$ cat config.mk
export PLATFORM = sky130hd
export DESIGN_NAME = alu_exec_stage_flat
export DESIGN_NICKNAME = d
export VERILOG_FILES = /design/src/rtl/alu_exec_stage_if.sv /design/src/rtl/alu_exec_stage.sv /design/src/flat_wrapper.sv
export SDC_FILE = /design/constraint.sdc
export NUM_CORES = 1
export LEC_CHECK = 0
export CORE_MARGIN = 2
export CORE_UTILIZATION = 64
export CTS_CLUSTER_DIAMETER = 100
export DETAILED_ROUTE_END_ITERATION = 7
export PLACE_DENSITY_LB_ADDON = 0.1
export SLEW_MARGIN = 10
export SYNTH_ARGS = -nofsm -noshare
export SYNTH_HDL_FRONTEND = slang
export SYNTH_SLANG_ARGS = --single-unit
$ cat constraint.sdc
create_clock -name clk -period 4.87 [get_ports clk]
set_input_delay 0.974 -clock clk [delete_from_list [all_inputs] [get_ports clk]]
set_output_delay 0.974 -clock clk [all_outputs]
set_load 0.05 [all_outputs]
$ cat src/rtl/alu_exec_stage_if.sv
// Decode -> execute -> memory/writeback bundle: operands and op in, registered result and flags out.
// Master drives operands and out_ready; slave (the execute stage) drives the handshake responses.
interface alu_exec_stage_if #(
    parameter int WIDTH = 32
);
    logic             in_valid;
    logic             in_ready;
    logic [3:0]       alu_op;
    logic [WIDTH-1:0] a;
    logic [WIDTH-1:0] b;
    logic             out_valid;
    logic             out_ready;
    logic [WIDTH-1:0] result;
    logic             zero;
    logic             carry;
    logic             ovf;
    logic             illegal;
    logic             busy;

    modport master (
        output in_valid, alu_op, a, b, out_ready,
        input  in_ready, out_valid, result, zero, carry, ovf, illegal, busy
    );

    modport slave (
        input  in_valid, alu_op, a, b, out_ready,
        output in_ready, out_valid, result, zero, carry, ovf, illegal, busy
    );
endinterface

$ cat src/rtl/alu_exec_stage.sv
// MIPS32 execute stage: 1-cycle ALU ops, shifts take n+1 cycles on a 1-bit/cycle shifter.
// Holds one result until out_ready; in_ready drops while shifting or while a result is stalled.
module alu_exec_stage #(
    parameter int WIDTH = 32,
    parameter int SHW   = 5
) (
    input  logic              clk,
    input  logic              rst,
    alu_exec_stage_if.slave   ex_if
);
    localparam logic [3:0] OP_ADD  = 4'd0;
    localparam logic [3:0] OP_SUB  = 4'd1;
    localparam logic [3:0] OP_AND  = 4'd2;
    localparam logic [3:0] OP_OR   = 4'd3;
    localparam logic [3:0] OP_XOR  = 4'd4;
    localparam logic [3:0] OP_NOR  = 4'd5;
    localparam logic [3:0] OP_SLT  = 4'd6;
    localparam logic [3:0] OP_SLTU = 4'd7;
    localparam logic [3:0] OP_SLL  = 4'd8;
    localparam logic [3:0] OP_SRL  = 4'd9;
    localparam logic [3:0] OP_SRA  = 4'd10;

    typedef enum logic {IDLE, SHIFT} state_t;
    typedef enum logic [1:0] {SH_LL, SH_RL, SH_RA} shtype_t;

    state_t           state_q;
    shtype_t          sh_type_q, sh_type_d;
    logic [WIDTH-1:0] sreg_q, sreg_step;
    logic [SHW-1:0]   cnt_q;
    logic [WIDTH-1:0] result_q, alu_res_d;
    logic             out_valid_q;
    logic             zero_q;
    logic             carry_q, carry_d;
    logic             ovf_q, ovf_d;
    logic             illegal_q, illegal_d;
    logic             busy_q;
    logic             start_shift_d;

    logic [WIDTH:0]   sum_w;
    logic [WIDTH:0]   diff_w;
    logic [SHW-1:0]   shamt;
    logic             in_ready_w;
    logic             accept;
    logic             slt_bit;
    logic             sltu_bit;

    assign shamt      = ex_if.b[SHW-1:0];
    assign in_ready_w = (state_q == IDLE) && (!out_valid_q || ex_if.out_ready);
    assign accept     = ex_if.in_valid && in_ready_w;

    // SUB as a + ~b + 1 so bit WIDTH is the MIPS-style NOT-borrow carry.
    assign sum_w    = {1'b0, ex_if.a} + {1'b0, ex_if.b};
    assign diff_w   = {1'b0, ex_if.a} + {1'b0, ~ex_if.b} + {{WIDTH{1'b0}}, 1'b1};
    assign slt_bit  = $signed(ex_if.a) < $signed(ex_if.b);
    assign sltu_bit = ex_if.a < ex_if.b;

    always_comb begin
        alu_res_d     = '0;
        carry_d       = 1'b0;
        ovf_d         = 1'b0;
        illegal_d     = 1'b0;
        start_shift_d = 1'b0;
        sh_type_d     = SH_LL;
        case (ex_if.alu_op)
            OP_ADD: begin
                alu_res_d = sum_w[WIDTH-1:0];
                carry_d   = sum_w[WIDTH];
                ovf_d     = (ex_if.a[WIDTH-1] == ex_if.b[WIDTH-1]) &&
                            (sum_w[WIDTH-1] != ex_if.a[WIDTH-1]);
            end
            OP_SUB: begin
                alu_res_d = diff_w[WIDTH-1:0];
                carry_d   = diff_w[WIDTH];
                ovf_d     = (ex_if.a[WIDTH-1] != ex_if.b[WIDTH-1]) &&
                            (diff_w[WIDTH-1] != ex_if.a[WIDTH-1]);
            end
            OP_AND:  alu_res_d = ex_if.a & ex_if.b;
            OP_OR:   alu_res_d = ex_if.a | ex_if.b;
            OP_XOR:  alu_res_d = ex_if.a ^ ex_if.b;
            OP_NOR:  alu_res_d = ~(ex_if.a | ex_if.b);
            OP_SLT:  alu_res_d = {{(WIDTH-1){1'b0}}, slt_bit};
            OP_SLTU: alu_res_d = {{(WIDTH-1){1'b0}}, sltu_bit};
            OP_SLL, OP_SRL, OP_SRA: begin
                // A zero shift amount completes like any single-cycle op.
                alu_res_d     = ex_if.a;
                start_shift_d = (shamt != '0);
                sh_type_d     = (ex_if.alu_op == OP_SLL) ? SH_LL :
                                (ex_if.alu_op == OP_SRL) ? SH_RL : SH_RA;
            end
            default: illegal_d = 1'b1;
        endcase
    end

    always_comb begin
        sreg_step = sreg_q;
        case (sh_type_q)
            SH_LL:   sreg_step = {sreg_q[WIDTH-2:0], 1'b0};
            SH_RL:   sreg_step = {1'b0, sreg_q[WIDTH-1:1]};
            SH_RA:   sreg_step = {sreg_q[WIDTH-1], sreg_q[WIDTH-1:1]};
            default: sreg_step = sreg_q;
        endcase
    end

    always_ff @(posedge clk) begin
        if (rst) begin
            state_q     <= IDLE;
            out_valid_q <= 1'b0;
            result_q    <= '0;
            zero_q      <= 1'b0;
            carry_q     <= 1'b0;
            ovf_q       <= 1'b0;
            illegal_q   <= 1'b0;
            busy_q      <= 1'b0;
            sreg_q      <= '0;
            cnt_q       <= '0;
            sh_type_q   <= SH_LL;
        end else begin
            case (state_q)
                IDLE: begin
                    if (accept) begin
                        if (start_shift_d) begin
                            // in_ready guarantees any pending result is consumed this edge.
                            state_q     <= SHIFT;
                            busy_q      <= 1'b1;
                            out_valid_q <= 1'b0;
                            sreg_q      <= ex_if.a;
                            cnt_q       <= shamt;
                            sh_type_q   <= sh_type_d;
                        end else begin
                            out_valid_q <= 1'b1;
                            result_q    <= alu_res_d;
                            zero_q      <= (alu_res_d == '0);
                            carry_q     <= carry_d;
                            ovf_q       <= ovf_d;
                            illegal_q   <= illegal_d;
                        end
                    end else if (out_valid_q && ex_if.out_ready) begin
                        out_valid_q <= 1'b0;
                    end
                end
                SHIFT: begin
                    sreg_q <= sreg_step;
                    cnt_q  <= cnt_q - SHW'(1);
                    if (cnt_q == SHW'(1)) begin
                        state_q     <= IDLE;
                        busy_q      <= 1'b0;
                        out_valid_q <= 1'b1;
                        result_q    <= sreg_step;
                        zero_q      <= (sreg_step == '0);
                        carry_q     <= 1'b0;
                        ovf_q       <= 1'b0;
                        illegal_q   <= 1'b0;
                    end
                end
                default: state_q <= IDLE;
            endcase
        end
    end

    assign ex_if.in_ready  = in_ready_w;
    assign ex_if.out_valid = out_valid_q;
    assign ex_if.result    = result_q;
    assign ex_if.zero      = zero_q;
    assign ex_if.carry     = carry_q;
    assign ex_if.ovf       = ovf_q;
    assign ex_if.illegal   = illegal_q;
    assign ex_if.busy      = busy_q;
endmodule

$ cat src/flat_wrapper.sv
// flat-port wrapper written by rule: the top's interface ports become plain ports
module alu_exec_stage_flat 
#(
    parameter int WIDTH = 32,
    parameter int SHW   = 5
)
  (clk, rst, ex_if_in_valid, ex_if_alu_op, ex_if_a, ex_if_b, ex_if_out_ready, ex_if_in_ready, ex_if_out_valid, ex_if_result, ex_if_zero, ex_if_carry, ex_if_ovf, ex_if_illegal, ex_if_busy);
  alu_exec_stage_if #(.WIDTH(WIDTH)) ex_if_i ();
  input  logic clk;
  input  logic rst;
  input wire logic [$bits(ex_if_i.in_valid)-1:0] ex_if_in_valid;
  input wire logic [$bits(ex_if_i.alu_op)-1:0] ex_if_alu_op;
  input wire logic [$bits(ex_if_i.a)-1:0] ex_if_a;
  input wire logic [$bits(ex_if_i.b)-1:0] ex_if_b;
  input wire logic [$bits(ex_if_i.out_ready)-1:0] ex_if_out_ready;
  output wire logic [$bits(ex_if_i.in_ready)-1:0] ex_if_in_ready;
  output wire logic [$bits(ex_if_i.out_valid)-1:0] ex_if_out_valid;
  output wire logic [$bits(ex_if_i.result)-1:0] ex_if_result;
  output wire logic [$bits(ex_if_i.zero)-1:0] ex_if_zero;
  output wire logic [$bits(ex_if_i.carry)-1:0] ex_if_carry;
  output wire logic [$bits(ex_if_i.ovf)-1:0] ex_if_ovf;
  output wire logic [$bits(ex_if_i.illegal)-1:0] ex_if_illegal;
  output wire logic [$bits(ex_if_i.busy)-1:0] ex_if_busy;
  assign ex_if_i.in_valid = ex_if_in_valid;
  assign ex_if_i.alu_op = ex_if_alu_op;
  assign ex_if_i.a = ex_if_a;
  assign ex_if_i.b = ex_if_b;
  assign ex_if_i.out_ready = ex_if_out_ready;
  assign ex_if_in_ready = ex_if_i.in_ready;
  assign ex_if_out_valid = ex_if_i.out_valid;
  assign ex_if_result = ex_if_i.result;
  assign ex_if_zero = ex_if_i.zero;
  assign ex_if_carry = ex_if_i.carry;
  assign ex_if_ovf = ex_if_i.ovf;
  assign ex_if_illegal = ex_if_i.illegal;
  assign ex_if_busy = ex_if_i.busy;
  alu_exec_stage #(.WIDTH(WIDTH), .SHW(SHW)) u_core (.clk(clk), .rst(rst), .ex_if(ex_if_i));
endmodule
==> out/metrics.yaml <==
grt_pass1_wl_um: 69500
synth-main-ff-cell: "sky130_fd_sc_hd__dfxtp_1"
cp-end-kind: "flip-flop"
die_area_um2: 17700
clock_tree_from_tritoncts: "done"
antenna_violating_nets_post_route: 0
hold_violations: 0
synth.top_cells.by_count: "sky130_fd_sc_hd__nand2_1, sky130_fd_sc_hd__a21oi_1, sky130_fd_sc_hd__nor2_1"
clkTransAtPathRegs_ps: 60
cp_slowest_stage_delay_ps: 570
critical_path.max_fanout: 10
synth_area_leaders: "sky130_fd_sc_hd__dfxtp_1, sky130_fd_sc_hd__ha_1, sky130_fd_sc_hd__a21oi_1"
power.static_leakage_nw: 5.01
synth_net_count: 1717
finalWirelength_um: 45100
cts_setup_buffers: 0
finalCriticalPeriod_ps: 4670
max-cap-violations: 0
dr_total_vias: 13800
via_per_inst: 7.28
pin_count_of_the_biggest_net_entering_global_routing: 80
cell_type_group_with_the_largest_total_delay_on_the_critical_path: "simple AND/OR/NAND/NOR gates"
critPathArrivalTime_ps: 4930
ys_warn_count: 0
crit_chain: "clkdlybuf4s50_1 > inv_1 > ha_1 > nor3b_1 > nor3_1 > buf_4 > nand2_1 > a31oi_1 > nor3b_1 > o21ai_0 > nor4_1 > nand4_1 > nor4_2 > nand4_1 > o22ai_1"
portBuffers: 110
fin_worst_hold_slack_ps: 458
netlist_instances: 1545
remaining_drc_errors: 0
ioPinCount: 111
finClkSkew_ps: 6.66
cts.hold.buffers_added: 0
cp.buffers_inverters: 3
clk_latency_ps: 340
crit_slowest_cell: "sky130_fd_sc_hd__clkdlybuf4s50_1"
worstMarginPinSlew_ps: 1070
std_cell_rows: 47
final.period_utilization_pct: 96.0
synthesis.area_um2: 10700
post_dp_hpwl_um: 34000
grt_setup_unrepaired: "no"
core-area_um2: 16500
post-synth-top-area-fraction_pct: 14.6
asyncSetResetFlopFracSynth_pct: 0
die-height_um: 133
max-clock-path-buffers: 2
detailedRoute.firstIterationViolations: 2262
cts_max_level: 3
clkSinkCount: 78
timing.setup.tns_ps: 0
antenna_cells: 0
post_route_cells_drive_above_1_share_pct: 12.0
die_w_um: 133
maxClockFrequency_ghz: 0.214
final-max-slew-violation-count: 0
number_of_enable_type_register_cells_in_the_synthesized_netlist: 0
setup_viol: 0
criticalPathCategory: "input pin to flip-flop"
gp_congestion: 1.06
globalRoute.totalOverflow: 0
track_usage_pct: 49.5
power.density_cell_area_nw_per_um2: 217
fin_nets: 1836
yosysMostFrequentCell: "sky130_fd_sc_hd__nand2_1"
synth.yosys.seq_area_share_pct: 14.6
antenna_violations_before_repair: 1
synthDominantAreaCellType: "sky130_fd_sc_hd__dfxtp_1"
drt_pre_antenna_iters: 7
worst_vdd_drop_mv: 0.245
relSlewSlack_pct: 28.4
via_count_of_the_first_global_routing_pass: 13000
area_growth_syn_to_layout_pct: 19.7
yosys_register_bits: 78
routed_wire_length_per_instance_um: 23.9
run_status: "complete, no violations"
cts-root-buf: "sky130_fd_sc_hd__clkbuf_16"
numCtsBuffers: 9
start_util_pct: 64.8
synth_area_per_cell_um2: 6.91
holdCritPathClass: "flip-flop to flip-flop"
cp-start-kind: "input pin"
count_of_cell_types_in_the_netlist: 100
critPathRequiredTime_ps: 5130
-- worst register-to-register path, cell delays in order, from the launching register on --
cell	delay [ps]
sky130_fd_sc_hd__dfxtp_1	330
sky130_fd_sc_hd__inv_1	80
sky130_fd_sc_hd__ha_1	160
sky130_fd_sc_hd__nor4b_1	290
sky130_fd_sc_hd__buf_4	220
sky130_fd_sc_hd__and2_1	470
sky130_fd_sc_hd__or2_1	230
sky130_fd_sc_hd__o2111a_1	190
sky130_fd_sc_hd__nand4_1	90
sky130_fd_sc_hd__nor4_1	370
sky130_fd_sc_hd__nand4_1	260
sky130_fd_sc_hd__nor4_2	190
sky130_fd_sc_hd__nand4_1	150
sky130_fd_sc_hd__o22ai_1	180
-- power by group --
| group | internal [mW] | total (mW) | switching [mW] |
|---|---|---|---|
| logic | 0.497 | 1.34 | 0.844 |
| registers | 0.678 | 0.716 | 0.0376 |
| clock network | 0.441 | 0.713 | 0.273 |
-- sequential cells by signal (all words and copies together), names as in the netlist --
| signal | flops |
|---|---|
| u_core.cnt_q | 5 |
| u_core.ex_if.result | 32 |
| u_core.ex_if.ovf | 1 |
| u_core.sh_type_q | 2 |
| u_core.ex_if.busy | 1 |
| u_core.ex_if.illegal | 1 |
| u_core.ex_if.carry | 1 |
| u_core.state_q | 1 |
| u_core.ex_if.zero | 1 |
| u_core.sreg_q | 32 |
| u_core.ex_if.out_valid | 1 |
-- cells by family after synthesis --
family / after synthesis / synth area share [%]
buffers and inverters: 225 / 8.71
adder cells (fa/ha/maj): 100 / 11.9
AO/OA/AOI/OAI: 605 / 39.0
flip-flops: 78 / 14.6
AND/OR/NAND/NOR: 513 / 23.6
XOR/XNOR: 5 / 0.410
multiplexers: 19 / 1.85
-- placed cells by master, fill, tap and decap left out, types with 5 or more instances in the layout --
cell and n:
sky130_fd_sc_hd__nor2b_1 15, sky130_fd_sc_hd__ha_1 98, sky130_fd_sc_hd__nor2_1 121, sky130_fd_sc_hd__a31oi_1 27, sky130_fd_sc_hd__a211o_1 10, sky130_fd_sc_hd__o21bai_1 6, sky130_fd_sc_hd__a21o_1 17, sky130_fd_sc_hd__dfxtp_1 76
sky130_fd_sc_hd__inv_1 101, sky130_fd_sc_hd__clkbuf_16 9, sky130_fd_sc_hd__a211oi_1 34, sky130_fd_sc_hd__nor3_1 37, sky130_fd_sc_hd__or3_1 16, sky130_fd_sc_hd__and2_1 7, sky130_fd_sc_hd__o22ai_1 7, sky130_fd_sc_hd__nor4_1 16
sky130_fd_sc_hd__o221ai_1 18, sky130_fd_sc_hd__clkdlybuf4s50_1 109, sky130_fd_sc_hd__a21oi_1 151, sky130_fd_sc_hd__nand3_1 33, sky130_fd_sc_hd__buf_4 116, sky130_fd_sc_hd__o21a_1 12, sky130_fd_sc_hd__a2111oi_0 7, sky130_fd_sc_hd__nand4_1 15
sky130_fd_sc_hd__o31ai_1 16, sky130_fd_sc_hd__mux2i_1 13, sky130_fd_sc_hd__o211ai_1 50, sky130_fd_sc_hd__o31a_1 5, sky130_fd_sc_hd__nand2b_1 34, sky130_fd_sc_hd__a221oi_1 11, sky130_fd_sc_hd__nand2_1 172, sky130_fd_sc_hd__mux2_2 6
sky130_fd_sc_hd__o221a_2 6, sky130_fd_sc_hd__a311oi_1 6, sky130_fd_sc_hd__a22oi_1 39, sky130_fd_sc_hd__o2111ai_1 5, sky130_fd_sc_hd__o21ai_0 107
-- metal layers --
layer / track usage [%] / part of all wire, %
met1: 59.8 / 35
met2: 76.8 / 43
met3: 11.1 / 13
met4: 38.0 / 9.7
met5: 0 / 0
-- layout make-up --
class / count / area, µm²
Tap cell: 220 / 275
Timing Repair Buffer: 227 / 1990
Clock inverter: 4 / 52.6
Multi-Input combinational cell: 1242 / 8220
Sequential cell: 78 / 1560
Fill cell: 1228 / 3700
Inverter: 106 / 398
Clock buffer: 12 / 267
-- worst paths after layout --
path,start,endpoint,slack [ps],cells after the start
worst max register to register,u_core.cnt_q[1]$_SDFFE_PP0P_,u_core.ex_if.zero$_SDFFE_PP0P_,1590,13
worst max-delay path,ex_if_b[4],u_core.ex_if.zero$_SDFFE_PP0P_,200,15
worst min register to register,u_core.ex_if.result[27]$_SDFFE_PP0P_,u_core.ex_if.result[27]$_SDFFE_PP0P_,460,2
worst min-delay path,u_core.ex_if.result[27]$_SDFFE_PP0P_,u_core.ex_if.result[27]$_SDFFE_PP0P_,460,2
-- metrics by stage --
| stage | area, µm² | power (mW) | cells | worst slack (ps) | util, % |
|---|---|---|---|---|---|
| after floorplan | 10700 | 1.53 | 1545 | 1280 | - |
| after global placement | 12400 | 1.98 | 1873 | 160 | 75.6 |
| after detailed placement | 12400 | 2.00 | 1873 | 75.9 | 75.6 |
| after CTS | 12800 | 2.71 | 1889 | 420 | 77.5 |
| after global routing | 12800 | 2.86 | 1889 | 25.3 | 77.5 |
| final | 12800 | 2.77 | 1889 | 196 | 77.5 |
-- timing repair --
item                                    in CTS  in global routing
resized for setup                            0                  1
endpoints found under the setup margin       0                  1
endpoints found under the hold margin        0                  0
No activity file was read; power rests on OpenSTA's default activity.
